--- src/rtl/yc_router_inport.sv ---
// Router input port: flit FIFO with valid/ready handshake and XY route computed at enqueue.
// Optional YC_INPORT_STATS_EN adds saturating accepted-flit and head-stall counters.

package yc_noc_defs;
    typedef struct packed {
        logic [1:0]  ftype;
        logic [3:0]  src_x;
        logic [3:0]  src_y;
        logic [3:0]  dst_x;
        logic [3:0]  dst_y;
        logic [15:0] payload;
    } flit_t;

    function automatic logic [3:0] get_dst_x(input flit_t f);
        return f.dst_x;
    endfunction

    function automatic logic [3:0] get_dst_y(input flit_t f);
        return f.dst_y;
    endfunction
endpackage

module yc_router_inport
    import yc_noc_defs::*;
#(
    parameter int X_ID  = 0,
    parameter int Y_ID  = 0,
    parameter int DEPTH = 4
) (
    input  logic                       clk,
    input  logic                       rst_n,
    input  logic                       in_valid,
    input  flit_t                      in_flit,
    output logic                       in_ready,
    output logic                       out_valid,
    output flit_t                      out_flit,
    output logic [4:0]                 out_req,
    input  logic                       out_ready,
`ifdef YC_INPORT_STATS_EN
    output logic [15:0]                stat_flits,
    output logic [15:0]                stat_stalls,
`endif
    output logic [$clog2(DEPTH+1)-1:0] occupancy
);

    localparam int          AW      = $clog2(DEPTH);
    localparam logic [AW:0] PTR_ONE = 1;
    localparam logic [3:0]  X4      = 4'(X_ID);
    localparam logic [3:0]  Y4      = 4'(Y_ID);

    typedef struct packed {
        logic [4:0] route;
        flit_t      flit;
    } entry_t;

    entry_t      mem_q [DEPTH];
    logic [AW:0] wr_ptr_q, wr_ptr_d;
    logic [AW:0] rd_ptr_q, rd_ptr_d;
    logic        full, empty, push, pop;
    logic [4:0]  route;
    logic [3:0]  dx, dy;
    entry_t      head;

    assign empty     = (wr_ptr_q == rd_ptr_q);
    assign full      = (wr_ptr_q[AW] != rd_ptr_q[AW]) && (wr_ptr_q[AW-1:0] == rd_ptr_q[AW-1:0]);
    // in_ready ignores out_ready on purpose: a full FIFO never accepts, even while popping.
    assign in_ready  = rst_n && !full;
    assign out_valid = !empty;
    assign push      = in_valid && in_ready;
    assign pop       = out_valid && out_ready;
    assign occupancy = wr_ptr_q - rd_ptr_q;

    assign head      = mem_q[rd_ptr_q[AW-1:0]];
    assign out_flit  = head.flit;
    assign out_req   = out_valid ? head.route : 5'b0;

    assign dx = get_dst_x(in_flit);
    assign dy = get_dst_y(in_flit);

    // Dimension-ordered: resolve X first, then Y; bits are {L,W,S,E,N}.
    always_comb begin
        route = 5'b0;
        if (dx > X4)      route = 5'b00010;
        else if (dx < X4) route = 5'b01000;
        else if (dy > Y4) route = 5'b00100;
        else if (dy < Y4) route = 5'b00001;
        else              route = 5'b10000;
    end

    always_comb begin
        wr_ptr_d = wr_ptr_q;
        rd_ptr_d = rd_ptr_q;
        if (push) wr_ptr_d = wr_ptr_q + PTR_ONE;
        if (pop)  rd_ptr_d = rd_ptr_q + PTR_ONE;
    end

    always_ff @(posedge clk) begin
        if (!rst_n) begin
            wr_ptr_q <= '0;
            rd_ptr_q <= '0;
        end else begin
            wr_ptr_q <= wr_ptr_d;
            rd_ptr_q <= rd_ptr_d;
        end
    end

    // Storage is not reset; the pointers alone define what is valid.
    always_ff @(posedge clk) begin
        if (push) mem_q[wr_ptr_q[AW-1:0]] <= '{route: route, flit: in_flit};
    end

`ifdef YC_INPORT_STATS_EN
    logic [15:0] stat_flits_q, stat_flits_d;
    logic [15:0] stat_stalls_q, stat_stalls_d;

    always_comb begin
        stat_flits_d  = stat_flits_q;
        stat_stalls_d = stat_stalls_q;
        if (push && stat_flits_q != 16'hFFFF)
            stat_flits_d = stat_flits_q + 16'd1;
        if (out_valid && !out_ready && stat_stalls_q != 16'hFFFF)
            stat_stalls_d = stat_stalls_q + 16'd1;
    end

    always_ff @(posedge clk) begin
        if (!rst_n) begin
            stat_flits_q  <= '0;
            stat_stalls_q <= '0;
        end else begin
            stat_flits_q  <= stat_flits_d;
            stat_stalls_q <= stat_stalls_d;
        end
    end

    assign stat_flits  = stat_flits_q;
    assign stat_stalls = stat_stalls_q;
`endif

endmodule

--- config.mk ---
export PLATFORM = sky130hd
export DESIGN_NAME = yc_router_inport
export DESIGN_NICKNAME = d
export VERILOG_FILES = /design/src/rtl/yc_router_inport.sv
export SDC_FILE = /design/constraint.sdc
export NUM_CORES = 1
export LEC_CHECK = 0
export BUFFER_PORTS_ARGS = -buffer_cell sky130_fd_sc_hd__buf_2
export CAP_MARGIN = 20
export CORE_MARGIN = 8
export CORE_UTILIZATION = 51
export CTS_CLUSTER_SIZE = 24
export DETAILED_ROUTE_END_ITERATION = 6
export GPL_TIMING_DRIVEN = 0
export PLACE_DENSITY_LB_ADDON = 0.05
export SLEW_MARGIN = 20
export SYNTH_ARGS = -nofsm -noshare
export SYNTH_HDL_FRONTEND = slang
export SYNTH_SLANG_ARGS = --single-unit
--- constraint.sdc ---
create_clock -name clk -period 2.3 [get_ports clk]
set_input_delay 0.115 -clock clk [delete_from_list [all_inputs] [get_ports clk]]
set_output_delay 0.115 -clock clk [all_outputs]
set_load 0.02 [all_outputs]
Yosys cells after proc, flatten, opt, wreduce, memory -nomap -nowiden. Memory sizes are Yosys's and may differ from the RTL's. A register that Yosys moved wholly into a read port is not among the register bits. Index checks and enable logic that the tools add are counted.

Bits in read-only memories: 0. Memories: 1. Output and inout bits: 44. Input port bits: 38. Flip-flop bits (word level): 6. Memory bits (writable): 156. Latch bits: 0.

Memory list: mem_q (depth 4, bits a word 39, read ports 1, clocked after Yosys merged registers in 1, wr ports 1, RTL line 56) `entry_t mem_q [DEPTH];`.

Shift operators: 0. Muxes and demuxes: 9. Bitwise logic cells: 0. Eq/ne operators: 3. Divide/modulo/power cells: 0. Reductions and logical operators: 6. Add/subtract/negate cells: 3. Multipliers: 0. $lt $le $gt $ge: 4.

Operator list (number): 5-bit two-way mux (5); 4-bit by 1-bit greater-than comparator with 1-bit output, second input constant (2); 4-bit by 1-bit < comparator with 1-bit output, second input constant (2); 3-bit by 1-bit adder with 3-bit output, second input constant (2); 1-bit logical AND (4); 2-bit two-way mux (2); 3-bit == test (1); 3-bit subtractor (1); 2-bit == test (1); 1-bit logical NOT (2); 1-bit two-way mux (2); 1-bit != test (1).

Longest topological paths before layout. Gate-level depths: netlist of the first run.

Depth after elaboration: 7. Depth in mapped cells: 5. Gate-level depth less buffers: 5.

Worst setup path before layout of the first run. OpenSTA, ideal clock, no wires.

Kind: reg-to-reg. Start: register wr_ptr_q[0]. End: memory mem_q[0][0] (netlist bit) (enable). Cell stages (with the launch flop): 6. Data required time: 1902 ps. Library setup time: 398 ps. Clock period less this slack: 2705 ps. Setup slack: -405 ps. Arrival: 2307 ps. Path through: dfxtp_1 -> inv_1 -> ha_1 -> nand2_1 -> o21a_1 -> and3_1.

Longest elaborated chain between the ends: 7.

Ends and longest elaborated chain: from (decl) (RTL line 57) `logic [AW:0] wr_ptr_q, wr_ptr_d;`; from (signal assigned) (RTL line 102) `wr_ptr_q <= wr_ptr_d;`; 2-bit == test (RTL line 65) `assign full = (wr_ptr_q[AW] != rd_ptr_q[AW]) && (wr_ptr_q[AW-1:0] == rd_ptr_q[AW-1:0]);`; 1-bit logical AND (RTL line 65); 1-bit logical NOT (RTL line 67) `assign in_ready = rst_n && !full;`; 1-bit logical AND (RTL line 67); net in_ready (RTL line 34) `output logic in_ready,`; 1-bit logical AND (RTL line 69) `assign push = in_valid && in_ready;`; 1-bit two-way mux (RTL line 109) `if (push) mem_q[wr_ptr_q[AW-1:0]] <= '{route: route, flit: in_flit};`; 1-bit two-way mux (not written as such) (RTL line 109); to (decl) (RTL line 56).

The timed path passes the listed nets, and every way through them passes these cells.

Worst setup path after layout of the first run.
Start: register wr_ptr_q[0]. End: output port in_ready.

Longest elaborated chain between the ends: 4.

Ends and longest elaborated chain (RTL line): 2-bit == test (65); 1-bit logical AND (65); 1-bit logical NOT (67); 1-bit logical AND (67); to (decl) (34).

Every way passes these cells.

==> out/metrics.cfg, run 1 <==
[finish]
drive_gt1_share_pct=41.9
area_growth_pct=31.8
antenna_cells=0
fillerInstances=742
nNetsFinal=471
layoutNonFillerInstCount=580

[setup_path]
crit_fanout=10
arrival_ns=2.05
r2r_slack_ns=0.15
critPathKind=reg -> out
startpoint_type=flop
max_stage_delay_ns=0.40
crit_buf_inv=2
path_cells=inv_1 -> ha_1 -> nand2_2 -> o21a_2 -> buf_2
end_kind=output pin
r2r_start=wr_ptr_q[0]
crit_family=adder cells
reg2reg_depth=6
timing.rr.end=mem_q[3][26]
cp.required_ns=2.18
cpMaxStageDelayCell=ha_1

[logic_synthesis]
synth_edf_count=148
ys_warn_count=0
synth_seq_cells=156
synthCells=269
synthTopCellsByCount=edfxtp_1, mux4_2, dfxtp_1, ha_1, inv_1
yosys.area_share.adder_pct=1.80
synth.area.top_cells=edfxtp_1, mux4_2, dfxtp_1
yosys.cell_count.top_type=edfxtp_1
synth-compound-area-share_pct=0.965
syn_area_per_cell_um2=22.2
synth-seq-area-share_pct=77.2
synth_mux_area_share_pct=14.3
yosysUniqueCellTypes=35
synth-xor-area-share_pct=0.420
yosysTopAreaCellShare_pct=74.5
async_flop_share_pct=0
synth_top_family_by_area=multiplexers
post-synth-top-area-cell=edfxtp_1
synth_area_um2=5960
synth-simple-area-share_pct=3.80
synth_ff_type=edfxtp_1

[routing]
vias_per_cell=5.48
wl_per_cell_um=20.7
first_pass_iters=4
drt_wl_total_um=12000
via_count=3181
route.detailed.drc=0
detail-route-antenna-nets=0
dr.first_iter.drc_count=263

[global_routing]
grt-ovfl-total=0
first_global_vias=3208
grt.total_usage_pct=16.3
antenna_found_initial=0
grt_pass1_wl_um=17900
grt_max_degree=19

[cts]
cts_sinks=156
tritoncts=yes
root_buffer=clkbuf_16
cts_buffer_depth=2
clk_latency_ns=0.42
cts_buffers=17
clk_pin_slew_ns=0.06
htreeDepth=4

[outcome]
status=complete, no violations

[floorplanning]
die_width_um=124
start_util_pct=52.2
io_pins=82
coreArea_um2=11400
rows=39
die_h_um=124
die_area_um2=15400

[hold_path]
hold_path_end=rd_ptr_q[0]
hold_start=out_ready
holdPathStages=3
worst_hold_path_type=in -> reg

[place]
place_congestion=0.798
io_buffers=79
hpwl_um=6410
dp.cells=492

[timing]
rsz0062_at_grt=true
holdWs_ns=0.0723
fin_skew_ns=0.00965
maxSlewHeadroom_pct=56.6
finalHoldViolations=0
worst_slew_pin_slew_ns=0.650
setup_tns_ns=0
setup_viol=0
fmax_mhz=463
slew_viol_final=0
min_period_ns=2.16
post-route-period-util_pct=94.0

[power_and_ir_drop]
worst_ir_drop_vdd_v=0.000857
p_leak_uw=0.00276
p_per_area_nw_per_um2=1180
finalPower_uw=9290

[job]
cap_viol_max_count=0

## cells by family (layout without fill, tap and decap cells)
kind of cell / Yosys count / in the layout
XOR/XNOR: 2 / 2
flip-flops: 156 / 156
multiplexers: 39 / 39
AND/OR/NAND/NOR: 37 / 41
adder cells (fa/ha/maj): 8 / 8
other: 1 / 2
AO/OA/AOI/OAI: 7 / 7
buffers and inverters: 19 / 182
## per-layer routing
| metal | global-route usage [%] | part of all wire [%] | wire length [um] |
|---|---|---|---|
| met5 | 0 | 0 | 0 |
| met4 | 7.43 | 1.5 | 184 |
| met3 | 4.71 | 6.4 | 764 |
| met2 | 26.0 | 50 | 6050 |
| met1 | 20.3 | 42 | 5020 |
## worst register-to-register path: stages (launching register included)
cell and delay (ns):
dfxtp_1 0.38, inv_1 0.13, ha_1 0.40, nand2_2 0.21, o21a_2 0.29, and3_4 0.27, buf_12 0.16
## worst max path at each step
stage | to | slack (ns) | start | cells after the start
5_1_grt | out_flit[17] | -0.005 | flop | 4
3_3_place_gp | mem_q[1][22] | -0.46 | wr_ptr_q[0] | 5
2_1_floorplan | mem_q[0][0] | -0.02 | wr_ptr_q[0] | 5
4_1_cts | out_flit[30] | 0.02 | flop | 4
6_report | in_ready | 0.14 | wr_ptr_q[0] | 5
3_5_place_dp | mem_q[1][24] | -0.48 | wr_ptr_q[0] | 5
## per-stage QoR
| step | utilization [%] | cell area, um2 | worst slack (ns) |
|---|---|---|---|
| after floorplan | - | 5970 | -0.0173 |
| after global placement | 57.3 | 6550 | -0.458 |
| after detailed placement | 57.3 | 6550 | -0.485 |
| after CTS | 67.7 | 7730 | 0.0189 |
| after global routing | 68.8 | 7860 | -0.00482 |
| final | 68.8 | 7860 | 0.138 |
## sequential cells by signal, indices dropped and copies added (netlist names), named ones only
name      flops
rd_ptr_q      3
mem_q       148
wr_ptr_q      3
## final cells by class
cell class,instances,area [um2],share of cell area (%)
Timing Repair Buffer,133,1070,13.7
Clock buffer,21,440,5.60
Multi-Input combinational cell,99,1350,17.2
Clock inverter,10,124,1.58
Sequential cell,156,4600,58.6
Buffer,11,65.1,0.828
Inverter,7,26.3,0.334
Tap cell,143,179,2.28
## report_power, final
part / leakage (uW) / switching (uW) / total [uW] / internal [uW]
clock: 0.000275 / 988 / 2670 / 1680
combinational: 0.00107 / 1750 / 3100 / 1350
sequential: 0.00141 / 119 / 3520 / 3400
total: 0.00276 / 2860 / 9290 / 6440
## repair_timing
action                                 in CTS  in global routing
endpoints found under the hold margin     136                  0
setup buffers                              13                  7
resized for setup                          15                  1
setup endpoints to repair                 178                179
pin swaps                                   7                  1
hold buffers                               34                  0
cloned                                      4                  0
## placed cells by master, fill, tap and decap left out, types with 4 or more instances in the layout
cell,netlist,layout
ha_1,7,7
buf_12,0,15
buf_4,2,10
nand2_1,5,4
dlygate4sd3_1,0,34
nand4_1,4,4
and3_4,0,8
edfxtp_1,148,148
dfxtp_1,8,8
nand3_1,5,5
clkbuf_1,6,6
buf_2,4,80
inv_1,7,7
mux4_2,37,37
clkbuf_16,0,17
clkinv_1,0,4
(Power assumes the default switching activity.)
==> run 2: changes to the inputs <==
--- a/config.mk
+++ b/config.mk
@@ -7,7 +7,7 @@
 export LEC_CHECK = 0
 export BUFFER_PORTS_ARGS = -buffer_cell sky130_fd_sc_hd__buf_2
 export CAP_MARGIN = 20
-export CORE_MARGIN = 8
+export CORE_MARGIN = 4
 export CORE_UTILIZATION = 51
 export CTS_CLUSTER_SIZE = 24
 export DETAILED_ROUTE_END_ITERATION = 6
==> out/metrics.cfg, run 2 (synthesized netlist as in run 1, its figures left out) <==
[finish]
drive_gt1_share_pct=42.0
antenna_cells=0
fillerInstances=772
largest_register_ffs=148
nNetsFinal=468
area_growth_pct=30.7
layoutNonFillerInstCount=576
final_common_cell=edfxtp_1
layout_common_cells=edfxtp_1, buf_2, mux4_2

[floorplanning]
die_h_um=116
die_area_um2=13500
start_util_pct=52.2
coreArea_um2=11400
rows=39
die_width_um=116
io_pins=82

[power_and_ir_drop]
worst_ir_drop_vdd_v=0.000936
p_leak_uw=0.00273
p_per_area_nw_per_um2=1190

[timing]
setup_tns_ns=0
worst_slew_pin_slew_ns=0.668
slew_viol_final=0
finalHoldViolations=0
fin_skew_ns=0.00420
fmax_mhz=465
rsz0062_at_grt=false
maxSlewHeadroom_pct=55.5
holdWs_ns=0.0951
setup_viol=0
post-route-period-util_pct=93.6
min_period_ns=2.15

[setup_path]
reg2reg_depth=6
timing.rr.end=mem_q[2][9]
r2r_slack_ns=0.16
r2r_start=wr_ptr_q[0]
startpoint_type=flop
cp.required_ns=2.18
crit_fanout=10
arrival_ns=2.04
cpMaxStageDelayCell=ha_1
path_cells=inv_1 -> ha_1 -> nand2_2 -> o21a_2 -> buf_2
critPathKind=reg -> out
end_kind=output pin
max_stage_delay_ns=0.41

[routing]
detail-route-antenna-nets=0
route.detailed.drc=0
dr.first_iter.drc_count=247
vias_per_cell=5.34
drt_wl_total_um=11600
wl_per_cell_um=20.1
first_pass_iters=4
via_count=3074

[global_routing]
grt_max_degree=19
grt.total_usage_pct=18.6
antenna_found_initial=0
first_global_vias=3219
grt-ovfl-total=0
grt_pass1_wl_um=17900

[cts]
clk_latency_ns=0.40
cts_buffers=17
cts_buffer_depth=2
htreeDepth=4
tritoncts=yes
cts_sinks=156
root_buffer=clkbuf_16
clk_pin_slew_ns=0.06

[outcome]
status=complete, no violations

[place]
hpwl_um=6140
place_congestion=0.760
dp.cells=492
io_buffers=79

[job]
cap_viol_max_count=0

[hold_path]
hold_start=out_ready
holdPathStages=3
worst_hold_path_type=in -> reg

==> run 2: changes by cell type in the layout (fill, tap and decap cells not counted), sizes merged <==
cell	delta
clkinvlp	+1
buf	-4
clkinv	-1
==> run 2: power breakdown <==
| group | leakage [uW] | switching (uW) | internal, uW |
|---|---|---|---|
| clock network | 0.000274 | 993 | 1680 |
| logic | 0.00105 | 1740 | 1340 |
| registers | 0.00141 | 118 | 3400 |
==> run 2: worst max-delay path, delay by kind of cell (launching register included) <==
family | cells | cell delay [ns]
AO/OA/AOI/OAI | 1 | 0.30
adder cells (fa/ha/maj) | 1 | 0.41
buffers and inverters | 2 | 0.33
flip-flops | 1 | 0.39
AND/OR/NAND/NOR | 1 | 0.20
==> run 2: area by class of cell <==
class                           count  area (um2)  share of cell area [%]
Buffer                             11        75.1                   0.963
Clock buffer                       20         437                    5.60
Clock inverter                     10         125                    1.60
Inverter                            7        26.3                   0.337
Multi-Input combinational cell     99        1350                    17.3
Sequential cell                   156        4600                    59.1
Tap cell                          143         179                    2.29
Timing Repair Buffer              130        1000                    12.8
==> run 2: repair_timing <==
action | CTS | global route
pin swaps | 8 | 3
resized for setup | 15 | 4
endpoints found under the setup margin | 178 | 157
hold buffers | 34 | 0
setup buffers | 8 | 9
hold endpoints to repair | 136 | 0
gates cloned | 4 | 0
==> run 2: metrics by stage <==
| stage | setup WS [ns] | instance area [um2] | utilization (%) | total power (uW) |
|---|---|---|---|---|
| after global placement | -0.484 | 6550 | 57.3 | 6380 |
| final | 0.148 | 7800 | 68.3 | 9270 |
| after detailed placement | -0.468 | 6550 | 57.3 | 6420 |
| after CTS | 0.00830 | 7640 | 66.9 | 9280 |
| after global routing | 0.0149 | 7800 | 68.3 | 9730 |
| after floorplan | -0.0173 | 5970 | - | 5520 |
==> run 2: worst max path at each step <==
stage / start / end / slack (ns) / cells past startpoint
6_report: wr_ptr_q[0] / in_ready / 0.15 / 5
5_1_grt: wr_ptr_q[0] / in_ready / 0.01 / 5
4_1_cts: wr_ptr_q[0] / mem_q[0][6] / 0.008 / 5
3_5_place_dp: wr_ptr_q[0] / mem_q[2][30] / -0.47 / 5
3_3_place_gp: wr_ptr_q[0] / mem_q[3][30] / -0.48 / 5
2_1_floorplan: wr_ptr_q[0] / mem_q[0][0] / -0.02 / 5
==> run 2: layer usage <==
layer / wire length [um] / track usage (%)
met1: 4970 / 25.2
met2: 6070 / 29.7
met3: 428 / 5.28
met4: 82 / 5.96
met5: 0 / 0
